## src/rtl/vx_sfu_pe_router_if.sv

```systemverilog
// Bundle of every request, response and status signal of vx_sfu_pe_router.
// The master modport is the environment side (SFU blocks plus PEs), and the
// slave modport is the router itself.
// SFU_ROUTER_PERF_EN adds the perf_stall_cycles status vector.
interface vx_sfu_pe_router_if #(
  parameter int NUM_BLOCKS = 1,
  parameter int PE_COUNT   = 5,
  parameter int DATA_W     = 64,
  parameter int RSP_W      = 64
) ();
  localparam int PE_SEL_BITS = $clog2(PE_COUNT);

  // block -> router request channels
  logic [NUM_BLOCKS-1:0]             req_valid;
  logic [NUM_BLOCKS*DATA_W-1:0]      req_data;
  logic [NUM_BLOCKS*PE_SEL_BITS-1:0] req_pe_sel;
  logic [NUM_BLOCKS-1:0]             req_ready;
  // router -> PE requests
  logic [PE_COUNT-1:0]               pe_req_valid;
  logic [PE_COUNT*DATA_W-1:0]        pe_req_data;
  logic [PE_COUNT-1:0]               pe_req_ready;
  // PE -> router responses
  logic [PE_COUNT-1:0]               pe_rsp_valid;
  logic [PE_COUNT*RSP_W-1:0]         pe_rsp_data;
  logic [PE_COUNT-1:0]               pe_rsp_ready;
  // router -> block commit channels
  logic [NUM_BLOCKS-1:0]             rsp_valid;
  logic [NUM_BLOCKS*RSP_W-1:0]       rsp_data;
  logic [NUM_BLOCKS-1:0]             rsp_ready;
  // status
  logic                              busy;
  logic                              err;
`ifdef SFU_ROUTER_PERF_EN
  logic [PE_COUNT*32-1:0]            perf_stall_cycles;

  modport master (
    output req_valid, req_data, req_pe_sel, pe_req_ready,
           pe_rsp_valid, pe_rsp_data, rsp_ready,
    input  req_ready, pe_req_valid, pe_req_data, pe_rsp_ready,
           rsp_valid, rsp_data, busy, err, perf_stall_cycles
  );
  modport slave (
    input  req_valid, req_data, req_pe_sel, pe_req_ready,
           pe_rsp_valid, pe_rsp_data, rsp_ready,
    output req_ready, pe_req_valid, pe_req_data, pe_rsp_ready,
           rsp_valid, rsp_data, busy, err, perf_stall_cycles
  );
`else
  modport master (
    output req_valid, req_data, req_pe_sel, pe_req_ready,
           pe_rsp_valid, pe_rsp_data, rsp_ready,
    input  req_ready, pe_req_valid, pe_req_data, pe_rsp_ready,
           rsp_valid, rsp_data, busy, err
  );
  modport slave (
    input  req_valid, req_data, req_pe_sel, pe_req_ready,
           pe_rsp_valid, pe_rsp_data, rsp_ready,
    output req_ready, pe_req_valid, pe_req_data, pe_rsp_ready,
           rsp_valid, rsp_data, busy, err
  );
`endif
endinterface

```

## src/rtl/vx_sfu_pe_router.sv

```systemverilog
// Request/commit router between NUM_BLOCKS SFU dispatch blocks and PE_COUNT
// processing elements. Requests are arbitrated round-robin per PE. A per-PE
// tag FIFO remembers the issuing block, so in-order PE responses are steered
// back to that block through one registered output stage per block.
// Optional feature: define SFU_ROUTER_PERF_EN for per-PE stall counters.
module vx_sfu_pe_router #(
  parameter int NUM_BLOCKS   = 1,
  parameter int PE_COUNT     = 5,
  parameter int DATA_W       = 64,
  parameter int RSP_W        = 64,
  parameter int MAX_INFLIGHT = 4
) (
  input  logic                  clk,
  input  logic                  reset,
  vx_sfu_pe_router_if.slave     bus
);
  localparam int PE_SEL_BITS = $clog2(PE_COUNT);
  localparam int BID_W       = (NUM_BLOCKS > 1) ? $clog2(NUM_BLOCKS) : 1;
  localparam int PTR_W       = $clog2(MAX_INFLIGHT);
  localparam int CNT_W       = PTR_W + 1;

  // tag FIFOs, one per PE
  logic [BID_W-1:0]       r_tag_mem [PE_COUNT][MAX_INFLIGHT];
  logic [PTR_W-1:0]       r_wr_ptr  [PE_COUNT];
  logic [PTR_W-1:0]       r_rd_ptr  [PE_COUNT];
  logic [CNT_W-1:0]       r_cnt     [PE_COUNT];
  // round-robin pointers hold the last grant
  logic [BID_W-1:0]       r_req_ptr [PE_COUNT];
  logic [PE_SEL_BITS-1:0] r_rsp_ptr [NUM_BLOCKS];
  // per-block output registers
  logic [NUM_BLOCKS-1:0]  r_out_valid;
  logic [RSP_W-1:0]       r_out_data [NUM_BLOCKS];
  logic                   r_err;

  logic [PE_SEL_BITS-1:0]     w_sel      [NUM_BLOCKS];
  logic [NUM_BLOCKS-1:0]      w_bad_sel;
  logic [PE_COUNT-1:0]        w_cand_any;
  logic [BID_W-1:0]           w_req_gnt  [PE_COUNT];
  logic [PE_COUNT-1:0]        w_pe_req_valid;
  logic [PE_COUNT*DATA_W-1:0] w_pe_req_data;
  logic [PE_COUNT-1:0]        w_push;
  logic [NUM_BLOCKS-1:0]      w_req_ready;
  logic [BID_W-1:0]           w_head     [PE_COUNT];
  logic [PE_COUNT-1:0]        w_nonempty;
  logic [NUM_BLOCKS-1:0]      w_rsp_any;
  logic [PE_SEL_BITS-1:0]     w_rsp_gnt  [NUM_BLOCKS];
  logic [NUM_BLOCKS-1:0]      w_load;
  logic [PE_COUNT-1:0]        w_pop;
  logic [PE_COUNT-1:0]        w_rsp_drop;
  logic                       w_busy;

  // Request path: round-robin pick per PE, credit gate, fire and drop decode.
  always_comb begin
    int idx;
    // NOTE: every combinational output gets a default first so no latch is inferred.
    idx            = 0;
    w_bad_sel      = '0;
    w_cand_any     = '0;
    w_pe_req_valid = '0;
    w_pe_req_data  = '0;
    w_push         = '0;
    w_req_ready    = '0;
    for (int b = 0; b < NUM_BLOCKS; b++) begin
      w_sel[b]     = bus.req_pe_sel[b*PE_SEL_BITS +: PE_SEL_BITS];
      w_bad_sel[b] = bus.req_valid[b] && (int'(w_sel[b]) >= PE_COUNT);
    end
    for (int p = 0; p < PE_COUNT; p++) begin
      w_req_gnt[p] = '0;
      for (int i = 1; i <= NUM_BLOCKS; i++) begin
        idx = (int'(r_req_ptr[p]) + i) % NUM_BLOCKS;
        if (!w_cand_any[p] && bus.req_valid[idx] && (w_sel[idx] == PE_SEL_BITS'(p))) begin
          w_cand_any[p] = 1'b1;
          w_req_gnt[p]  = BID_W'(idx);
        end
      end
      // credit check looks at the registered count only
      w_pe_req_valid[p] = w_cand_any[p] && (r_cnt[p] < CNT_W'(MAX_INFLIGHT));
      w_pe_req_data[p*DATA_W +: DATA_W] = bus.req_data[int'(w_req_gnt[p])*DATA_W +: DATA_W];
      w_push[p] = w_pe_req_valid[p] && bus.pe_req_ready[p];
    end
    for (int b = 0; b < NUM_BLOCKS; b++) begin
      w_req_ready[b] = w_bad_sel[b];
      for (int p = 0; p < PE_COUNT; p++) begin
        if (w_push[p] && (w_req_gnt[p] == BID_W'(b))) w_req_ready[b] = 1'b1;
      end
    end
  end

  // Response path: per-block round-robin over PEs whose head tag names it.
  always_comb begin
    int idx;
    idx        = 0;
    w_rsp_any  = '0;
    w_load     = '0;
    w_pop      = '0;
    for (int p = 0; p < PE_COUNT; p++) begin
      w_head[p]     = r_tag_mem[p][r_rd_ptr[p]];
      w_nonempty[p] = (r_cnt[p] != '0);
    end
    w_rsp_drop = bus.pe_rsp_valid & ~w_nonempty;
    for (int b = 0; b < NUM_BLOCKS; b++) begin
      w_rsp_gnt[b] = '0;
      for (int i = 1; i <= PE_COUNT; i++) begin
        idx = (int'(r_rsp_ptr[b]) + i) % PE_COUNT;
        if (!w_rsp_any[b] && bus.pe_rsp_valid[idx] && w_nonempty[idx] &&
            (w_head[idx] == BID_W'(b))) begin
          w_rsp_any[b] = 1'b1;
          w_rsp_gnt[b] = PE_SEL_BITS'(idx);
        end
      end
      w_load[b] = !r_out_valid[b] || bus.rsp_ready[b];
      for (int p = 0; p < PE_COUNT; p++) begin
        if (w_rsp_any[b] && w_load[b] && (w_rsp_gnt[b] == PE_SEL_BITS'(p))) w_pop[p] = 1'b1;
      end
    end
    w_busy = |r_out_valid;
    for (int p = 0; p < PE_COUNT; p++) w_busy = w_busy || w_nonempty[p];
  end

  // Tag storage written on every request fire.
  // NOTE: the tag array is left out of reset; r_cnt alone decides which entries are valid.
  always_ff @(posedge clk) begin
    for (int p = 0; p < PE_COUNT; p++) begin
      if (w_push[p]) r_tag_mem[p][r_wr_ptr[p]] <= w_req_gnt[p];
    end
  end

  // FIFO pointers/counts, RR pointers, output registers and sticky error.
  // NOTE: sequential state uses non-blocking assignments only, so every read sees pre-edge values.
  always_ff @(posedge clk) begin
    if (reset) begin
      for (int p = 0; p < PE_COUNT; p++) begin
        r_wr_ptr[p]  <= '0;
        r_rd_ptr[p]  <= '0;
        r_cnt[p]     <= '0;
        r_req_ptr[p] <= BID_W'(NUM_BLOCKS - 1);
      end
      for (int b = 0; b < NUM_BLOCKS; b++) begin
        r_rsp_ptr[b]  <= PE_SEL_BITS'(PE_COUNT - 1);
        r_out_data[b] <= '0;
      end
      r_out_valid <= '0;
      r_err       <= 1'b0;
    end else begin
      for (int p = 0; p < PE_COUNT; p++) begin
        if (w_push[p]) begin
          r_wr_ptr[p]  <= r_wr_ptr[p] + 1'b1;
          r_req_ptr[p] <= w_req_gnt[p];
        end
        if (w_pop[p]) r_rd_ptr[p] <= r_rd_ptr[p] + 1'b1;
        if (w_push[p] && !w_pop[p])      r_cnt[p] <= r_cnt[p] + 1'b1;
        else if (!w_push[p] && w_pop[p]) r_cnt[p] <= r_cnt[p] - 1'b1;
      end
      for (int b = 0; b < NUM_BLOCKS; b++) begin
        if (w_load[b]) begin
          r_out_valid[b] <= w_rsp_any[b];
          if (w_rsp_any[b]) begin
            r_out_data[b] <= bus.pe_rsp_data[int'(w_rsp_gnt[b])*RSP_W +: RSP_W];
            r_rsp_ptr[b]  <= w_rsp_gnt[b];
          end
        end
      end
      if ((|w_bad_sel) || (|w_rsp_drop)) r_err <= 1'b1;
    end
  end

`ifdef SFU_ROUTER_PERF_EN
  logic [31:0] r_stall [PE_COUNT];

  // Wrapping per-PE count of cycles with a candidate but no fire.
  always_ff @(posedge clk) begin
    if (reset) begin
      for (int p = 0; p < PE_COUNT; p++) r_stall[p] <= '0;
    end else begin
      for (int p = 0; p < PE_COUNT; p++) begin
        if (w_cand_any[p] && !w_push[p]) r_stall[p] <= r_stall[p] + 32'd1;
      end
    end
  end

  for (genvar gp = 0; gp < PE_COUNT; gp++) begin : g_perf
    assign bus.perf_stall_cycles[gp*32 +: 32] = r_stall[gp];
  end
`endif

  for (genvar gb = 0; gb < NUM_BLOCKS; gb++) begin : g_rsp
    assign bus.rsp_data[gb*RSP_W +: RSP_W] = r_out_data[gb];
  end

  assign bus.req_ready    = w_req_ready;
  assign bus.pe_req_valid = w_pe_req_valid;
  assign bus.pe_req_data  = w_pe_req_data;
  assign bus.pe_rsp_ready = w_pop | w_rsp_drop;
  assign bus.rsp_valid    = r_out_valid;
  assign bus.busy         = w_busy;
  assign bus.err          = r_err;
endmodule
```

## src/flat_wrapper.sv

```systemverilog
// flat-port wrapper written by rule: the top's interface ports become plain ports
module vx_sfu_pe_router_flat 
#(
  parameter int NUM_BLOCKS   = 1,
  parameter int PE_COUNT     = 5,
  parameter int DATA_W       = 64,
  parameter int RSP_W        = 64,
  parameter int MAX_INFLIGHT = 4
)
  (clk, reset, bus_req_valid, bus_req_data, bus_req_pe_sel, bus_pe_req_ready, bus_pe_rsp_valid, bus_pe_rsp_data, bus_rsp_ready, bus_req_ready, bus_pe_req_valid, bus_pe_req_data, bus_pe_rsp_ready, bus_rsp_valid, bus_rsp_data, bus_busy, bus_err);
  vx_sfu_pe_router_if #(.NUM_BLOCKS(NUM_BLOCKS), .PE_COUNT(PE_COUNT), .DATA_W(DATA_W), .RSP_W(RSP_W)) bus_i ();
  input  logic clk;
  input  logic reset;
  input wire logic [$bits(bus_i.req_valid)-1:0] bus_req_valid;
  input wire logic [$bits(bus_i.req_data)-1:0] bus_req_data;
  input wire logic [$bits(bus_i.req_pe_sel)-1:0] bus_req_pe_sel;
  input wire logic [$bits(bus_i.pe_req_ready)-1:0] bus_pe_req_ready;
  input wire logic [$bits(bus_i.pe_rsp_valid)-1:0] bus_pe_rsp_valid;
  input wire logic [$bits(bus_i.pe_rsp_data)-1:0] bus_pe_rsp_data;
  input wire logic [$bits(bus_i.rsp_ready)-1:0] bus_rsp_ready;
  output wire logic [$bits(bus_i.req_ready)-1:0] bus_req_ready;
  output wire logic [$bits(bus_i.pe_req_valid)-1:0] bus_pe_req_valid;
  output wire logic [$bits(bus_i.pe_req_data)-1:0] bus_pe_req_data;
  output wire logic [$bits(bus_i.pe_rsp_ready)-1:0] bus_pe_rsp_ready;
  output wire logic [$bits(bus_i.rsp_valid)-1:0] bus_rsp_valid;
  output wire logic [$bits(bus_i.rsp_data)-1:0] bus_rsp_data;
  output wire logic [$bits(bus_i.busy)-1:0] bus_busy;
  output wire logic [$bits(bus_i.err)-1:0] bus_err;
  assign bus_i.req_valid = bus_req_valid;
  assign bus_i.req_data = bus_req_data;
  assign bus_i.req_pe_sel = bus_req_pe_sel;
  assign bus_i.pe_req_ready = bus_pe_req_ready;
  assign bus_i.pe_rsp_valid = bus_pe_rsp_valid;
  assign bus_i.pe_rsp_data = bus_pe_rsp_data;
  assign bus_i.rsp_ready = bus_rsp_ready;
  assign bus_req_ready = bus_i.req_ready;
  assign bus_pe_req_valid = bus_i.pe_req_valid;
  assign bus_pe_req_data = bus_i.pe_req_data;
  assign bus_pe_rsp_ready = bus_i.pe_rsp_ready;
  assign bus_rsp_valid = bus_i.rsp_valid;
  assign bus_rsp_data = bus_i.rsp_data;
  assign bus_busy = bus_i.busy;
  assign bus_err = bus_i.err;
  vx_sfu_pe_router #(.NUM_BLOCKS(NUM_BLOCKS), .PE_COUNT(PE_COUNT), .DATA_W(DATA_W), .RSP_W(RSP_W), .MAX_INFLIGHT(MAX_INFLIGHT)) u_core (.clk(clk), .reset(reset), .bus(bus_i));
endmodule
```

## config.mk

```make
export PLATFORM = sky130hd
export DESIGN_NAME = vx_sfu_pe_router_flat
export DESIGN_NICKNAME = d
export VERILOG_FILES = /design/src/rtl/vx_sfu_pe_router_if.sv /design/src/rtl/vx_sfu_pe_router.sv /design/src/flat_wrapper.sv
export SDC_FILE = /design/constraint.sdc
export NUM_CORES = 1
export LEC_CHECK = 0
export BUFFER_PORTS_ARGS = -buffer_cell sky130_fd_sc_hd__buf_2
export CAP_MARGIN = 5
export CORE_AREA = 2 2 313 315
export CTS_CLUSTER_SIZE = 20
export DETAILED_ROUTE_END_ITERATION = 10
export DIE_AREA = 0 0 315 317
export HOLD_SLACK_MARGIN = 0.1
export PLACE_DENSITY = 0.33
export SLEW_MARGIN = 10
export SYNTH_ARGS = -nofsm -noshare
export SYNTH_HDL_FRONTEND = slang
export SYNTH_SLANG_ARGS = --single-unit
```

## constraint.sdc

```tcl
create_clock -name clk -period 15.94 [get_ports clk]
set_clock_uncertainty 0.05 [all_clocks]
set_input_delay 0 -clock clk [delete_from_list [all_inputs] [get_ports clk]]
set_output_delay 0 -clock clk [all_outputs]
set_load 0.05 [all_outputs]
```

==> qor.csv, run 1 <==
metric;value;unit
slowest_delay;830;ps
fill_cells;10900;
grt.total_usage;10.1;%
grt_max_degree;71;
cts_tree;done;
cp_max_fo;66;
synth_async_sr_flop_share;0;%
clock_latency;390;ps
synth.largest_area_cell;edfxtp_1;
synthDominantCellAreaShare;23.7;%
yosys-top-cells-count;buf_4, mux2i_1, edfxtp_1;
cts.path.max_buffers;2;
post_cts_buffers;0;
cts_root_buffer;clkbuf_16;
synth.most_common_cell;buf_4;
rsz0062_at_grt;false;
fin_crit;8900;ps
initial_core_util;10.8;%
wl_per_cell;20.1;um
nets;1812;
syn_nets;1571;
ys.flop_type;edfxtp_1;
post_cts_resized;0;
first_pass_iters;5;
holdWs;105;ps
slew_headroom;23.9;%
ant_nets;0;
cts_hold_buffers;183;
critPathSlowestCell;buf_4;
postSynthCellCount;1141;
place_hpwl;43700;um
fin_crit_sh;55.8;%
core_area;96300;sq um
wl;53500;um
crit_path_start_kind;register;
fin_setup_tns;0;ps
place.gp.congestion;0.831;
maxCapViolations;0;
fp.dieH;317;um
place_inst;2464;
rows;114;
synth-edff-count;82;
num_vias;9089;
ys_top_cells_by_area;edfxtp_1, buf_4, mux2i_1;
layoutNonFillerInstCount;2663;
maxSlewViolCount;0;
ioPinCount;799;
ys_ff_latch;84;
regArea;2500;sq um
io_buffers;414;
clkTransAtPathRegs;90;ps
worst_hold_path_type;input pin to register;
synth_cell_types;81;
overflow;0;
grt_pass1_vias;9337;
drc;0;
status;complete, no violations;
synth.yosys.seq_area_share;24.0;%
multi_input_area;5110;sq um
critical_path_required;16030;ps
die_w;315;um
end_kind;register;
htreeDepth;3;
antenna_found_initial;16;
report.final.hold_viol_count;0;
tightest_slew;1140;ps
fmax;0.112;GHz
setup-violations-final;0;
dieArea;99900;sq um
drt_iter0_markers;466;
yosys_warnings;0;
vias_per_cell;3.41;
crit_arrival;8990;ps
avgSynthCellArea;9.12;sq um
grt_first_pass_wirelength;71400;um
drive_above_1_share;39.2;%
cts.sink_count;84;
antennaDiodeCount;0;
critPathKind;register to register;
syn-cell-area;10400;sq um
area.growth.synth_to_final;41.6;%
cts_made_buffers;9;
==> kinds of logic (layout without fill, tap and decap cells) <==
group / count (synthesis) / after routing / share of synthesized area [%]
DFF: 84 / 84 / 24.0
buffers and inverters: 411 / 657 / 27.1
and+or+nand+nor: 231 / 231 / 12.6
muxes: 166 / 166 / 16.2
xor gates and xnor gates: 23 / 23 / 2.19
AOI/OAI and AO/OA: 197 / 197 / 14.1
adders and majority gates: 29 / 29 / 3.77
==> layer usage <==
layer,up-vias,share of wire [%],global-route usage [%]
met3,51,5.9,2.28
met1,4375,41,12.2
li1,4220,-,-
met5,-,0.13,0
met4,12,1.4,2.14
met2,431,52,18.1
==> layout by cell type, fill, tap and decap left out, types with 9 or more instances in the layout <==
| cell type | count |
|---|---|
| buf_2 | 414 |
| mux2i_1 | 163 |
| dlygate4sd3_1 | 119 |
| edfxtp_1 | 82 |
| buf_16 | 64 |
| a21oi_1 | 50 |
| nor2_1 | 45 |
| nor2b_1 | 45 |
| nand2_1 | 41 |
| a211oi_1 | 39 |
| a22o_1 | 36 |
| inv_1 | 30 |
| ha_1 | 25 |
| o21ai_0 | 18 |
| xnor2_1 | 14 |
| nor3_1 | 13 |
| nand2b_1 | 12 |
| buf_4 | 11 |
| nor3_2 | 10 |
| and2_1 | 9 |
| nand3_1 | 9 |
| clkbuf_16 | 9 |
==> worst max-delay path: cells and delay by family (launching register included) <==
kind	cells	cell delay (ps)
adders and majority gates	3	1300
AOI/OAI and AO/OA	3	640
xor gates and xnor gates	1	200
buffers and inverters	7	3330
muxes	5	1400
and+or+nand+nor	7	1320
DFF	1	320
==> final timing paths <==
| check | startpoint | to | slack [ps] | cells after the start |
|---|---|---|---|---|
| worst max-delay path | u_core.r_rsp_ptr[0][0] | u_core.r_out_data[0][40] | 7040 | 26 |
| worst min-delay path | bus_pe_rsp_data[91] | u_core.r_out_data[0][27] | 100 | 4 |
| worst max register to register | u_core.r_rsp_ptr[0][0] | u_core.r_out_data[0][40] | 7040 | 26 |
| worst min register to register | u_core.r_cnt[0][0] | u_core.r_cnt[0][0] | 570 | 1 |
==> metrics by stage <==
step / instance area [sq um] / util [%] / setup WS [ps]
floorplan: 10400 / - / 9950
global placement: 11500 / 11.9 / 7660
detailed placement: 11500 / 11.9 / 7500
CTS: 14700 / 15.3 / 6950
global route: 14700 / 15.3 / 6290
finish: 14700 / 15.3 / 7040
==> state kept, by name, summed over array words and instances, names as in the netlist <==
signal                flops
u_core.r_out_data        64
u_core.r_cnt             15
u_core.r_rsp_ptr          3
u_core.bus.err            1
u_core.bus.rsp_valid      1
==> layout make-up <==
cell class	instances	share of cell area [%]
inverters	33	0.840
clock buffers	9	1.53
multi-input cells	646	34.7
flip-flops and latches	84	17.0
well taps	1276	10.8
repair buffers	608	34.6
clock inverters	7	0.509
Power of run 1 is left out: the tool's default activity adds up to more than one toggle a clock period on the data nets, which glitch-free logic cannot reach.
==> run 2, diff against run 1 <==
--- a/config.mk
+++ b/config.mk
@@ -5,12 +5,13 @@
 export SDC_FILE = /design/constraint.sdc
 export NUM_CORES = 1
 export LEC_CHECK = 0
+export ABC_AREA = 1
 export BUFFER_PORTS_ARGS = -buffer_cell sky130_fd_sc_hd__buf_2
 export CAP_MARGIN = 5
-export CORE_AREA = 2 2 313 315
+export CORE_AREA = 2 2 309 311
 export CTS_CLUSTER_SIZE = 20
 export DETAILED_ROUTE_END_ITERATION = 10
-export DIE_AREA = 0 0 315 317
+export DIE_AREA = 0 0 311 313
 export HOLD_SLACK_MARGIN = 0.1
 export PLACE_DENSITY = 0.33
 export SLEW_MARGIN = 10
==> constraint.sdc (replaced) <==
create_clock -name clk -period 8.3 [get_ports clk]
set_clock_uncertainty 0.05 [all_clocks]
set_input_delay 0 -clock clk [delete_from_list [all_inputs] [get_ports clk]]
set_output_delay 0 -clock clk [all_outputs]
set_load 0.05 [all_outputs]
==> qor.csv, run 2 <==
metric;value;unit;change
num_vias;9615;;+5.8%
path_common_cell;nand2_1;;
htreeDepth;3;;unchanged
tightest_slew;957;ps;-184 ps
synth.largest_area_cell;edfxtp_1;;
crit_path_start_kind;register;;
place.gp.congestion;0.828;;-0.31%
top_layer;met4;;
cts.sink_count;84;;unchanged
fin_crit;7270;ps;-1630 ps
wl_met2;26200;um;-5.9%
ys_ff_latch;84;;unchanged
synthDominantCellAreaShare;25.7;%;+2.1 points
rows;113;;-0.88%
wl_per_cell;17.7;um;-12%
core_area;94200;sq um;-2.2%
grt_max_degree;65;;-8.5%
drive_above_1_share;33.9;%;-5.3 points
ioPinCount;799;;unchanged
critPathSlowestCell;dlygate4sd3_1;;
synth_async_sr_flop_share;0;%;unchanged
syn-cell-area;9580;sq um;-8.0%
fin_util;15.0;%;-0.33 points
grt_pass1_vias;9926;;+6.3%
cts_tree;done;;
nets;2043;;+13%
antennaDiodeCount;0;;unchanged
grt_first_pass_wirelength;71400;um;about the same
cp_max_fo;58;;-12%
fp.dieH;313;um;-1.3%
ys_top_cells_by_area;edfxtp_1, buf_4, nand2_1;;
wl_met3;3410;um;+7.5%
drc;0;;unchanged
synth_cell_types;47;;-42%
rsz0062_at_grt;false;;
synth.yosys.seq_area_share;26.1;%;+2.1 points
vias_per_cell;3.34;;-2.3%
worst_hold_path_type;input pin to output pin;;
fin_area;14100;sq um;-4.3%
wl;51000;um;-4.6%
cts.path.max_buffers;2;;unchanged
synth.most_common_cell;nand2_1;;
regMostFlops;u_core.r_out_data;;
drt_iter0_markers;602;;+29%
critPathKind;register to register;;
overflow;0;;unchanged
cts_root_buffer;clkbuf_16;;
placed_area;10700;sq um;-6.9%
cts_made_buffers;9;;unchanged
syn_nets;1781;;+13%
clock_latency;380;ps;about the same
ant_nets;0;;unchanged
report.final.hold_viol_count;0;;unchanged
synth-edff-count;82;;unchanged
largest_reg_flops;64;;unchanged
postSynthCellCount;1351;;+18%
maxSlewViolCount;0;;unchanged
slowest_delay;610;ps;-220 ps
ys.flop_type;edfxtp_1;;
initial_core_util;10.2;%;-0.64 points
wl_met1;20300;um;-6.5%
fmax;0.138;GHz;+22%
crit_arrival;7470;ps;-1520 ps
yosys_warnings;0;;unchanged
dieArea;97300;sq um;-2.5%
fin_crit_sh;87.5;%;+32 points
cpLargestDelayFamily;buffers and inverters;;
yosys-top-cells-count;nand2_1, buf_4, nand3_1;;
path_buf_inv;9;;+2
critical_path_required;8510;ps;-7520 ps
slew_headroom;36.0;%;+12 points
clkTransAtPathRegs;80;ps;about the same
maxCapViolations;0;;unchanged
end_kind;register;;
fill_cells;11000;;+0.54%
io_buffers;414;;unchanged
first_pass_iters;5;;unchanged
layout_common_cells;nand2_1, buf_2, dlygate4sd3_1, nand3_1, edfxtp_1;;
status;complete, no violations;;
grt.total_usage;9.99;%;-0.12 points
reg_top3;u_core.r_out_data (64), u_core.r_cnt (15), u_core.r_rsp_ptr (3);;
setup-violations-final;0;;unchanged
area.growth.synth_to_final;47.3;%;
avgSynthCellArea;7.09;sq um;-22%
place_hpwl;42200;um;-3.6%
fin_setup_tns;0;ps;unchanged
antenna_found_initial;3;;-13
final_common_cell;nand2_1;;
die_w;311;um;-1.3%
## run 2: cell count changes after synthesis, moves of 32 or more
cell,delta
a211oi_1,-39
mux2i_1,-163
nand3_1,+93
nand2_1,+394
nor2b_1,-45
a22oi_1,+45
inv_1,+46
a22o_1,-36
nand4_1,+45
a21oi_1,-32
## run 2: what timing repair did
action	CTS	global route
setup endpoints to repair	0	1
setup buffers	0	2
resized for setup	0	1
hold endpoints to repair	386	0
hold buffers	194	0
## run 2: per-stage QoR
stage | hold WS (ps) | setup WS (ps) | instances
2_1_floorplan | 19.4 | 3000 | 1351
3_3_place_gp | -49.0 | 1890 | 2671
3_5_place_dp | -49.0 | 1780 | 2671
4_1_cts | 143 | 409 | 2881
5_1_grt | 153 | 380 | 2883
6_report | 142 | 1030 | 2883
## run 2: kinds of logic (layout without fill, tap and decap cells)
group	count (synthesis)	count (layout)	share of synthesized area, %
AND/OR/NAND/NOR	673	673	30.6
buffers and inverters	453	720	30.9
AO/OA/AOI/OAI	95	95	6.71
flip-flops	84	84	26.1
adder cells (fa/ha/maj)	29	29	4.10
XOR/XNOR	17	17	1.55
## run 2: area by class of cell
type,count,area [sq um],share of cell area [%]
clock buffers,9,225,1.60
clock inverters,7,104,0.736
inverters,83,312,2.21
multi-input cells,814,4130,29.3
flip-flops and latches,84,2500,17.7
well taps,1265,1580,11.2
repair buffers,621,5250,37.2
## run 2: final timing paths
path	start	endpoint	slack [ps]	depth (start not counted)
min	bus_req_data[29]	bus_pe_req_data[93]	140	1
max reg2reg	u_core.r_rsp_ptr[0][0]	u_core.r_out_data[0][16]	1030	31
min reg2reg	u_core.r_cnt[1][0]	u_core.r_cnt[1][0]	540	1
max	u_core.r_rsp_ptr[0][0]	u_core.r_out_data[0][16]	1030	31
## run 2: metal layers
layer / track usage (%) / vias up
li1: - / 4618
met1: 11.7 / 4498
met2: 17.9 / 450
met3: 2.65 / 49
met4: 2.78 / 0
met5: 0 / -
Power of run 2 is left out for the same reason.
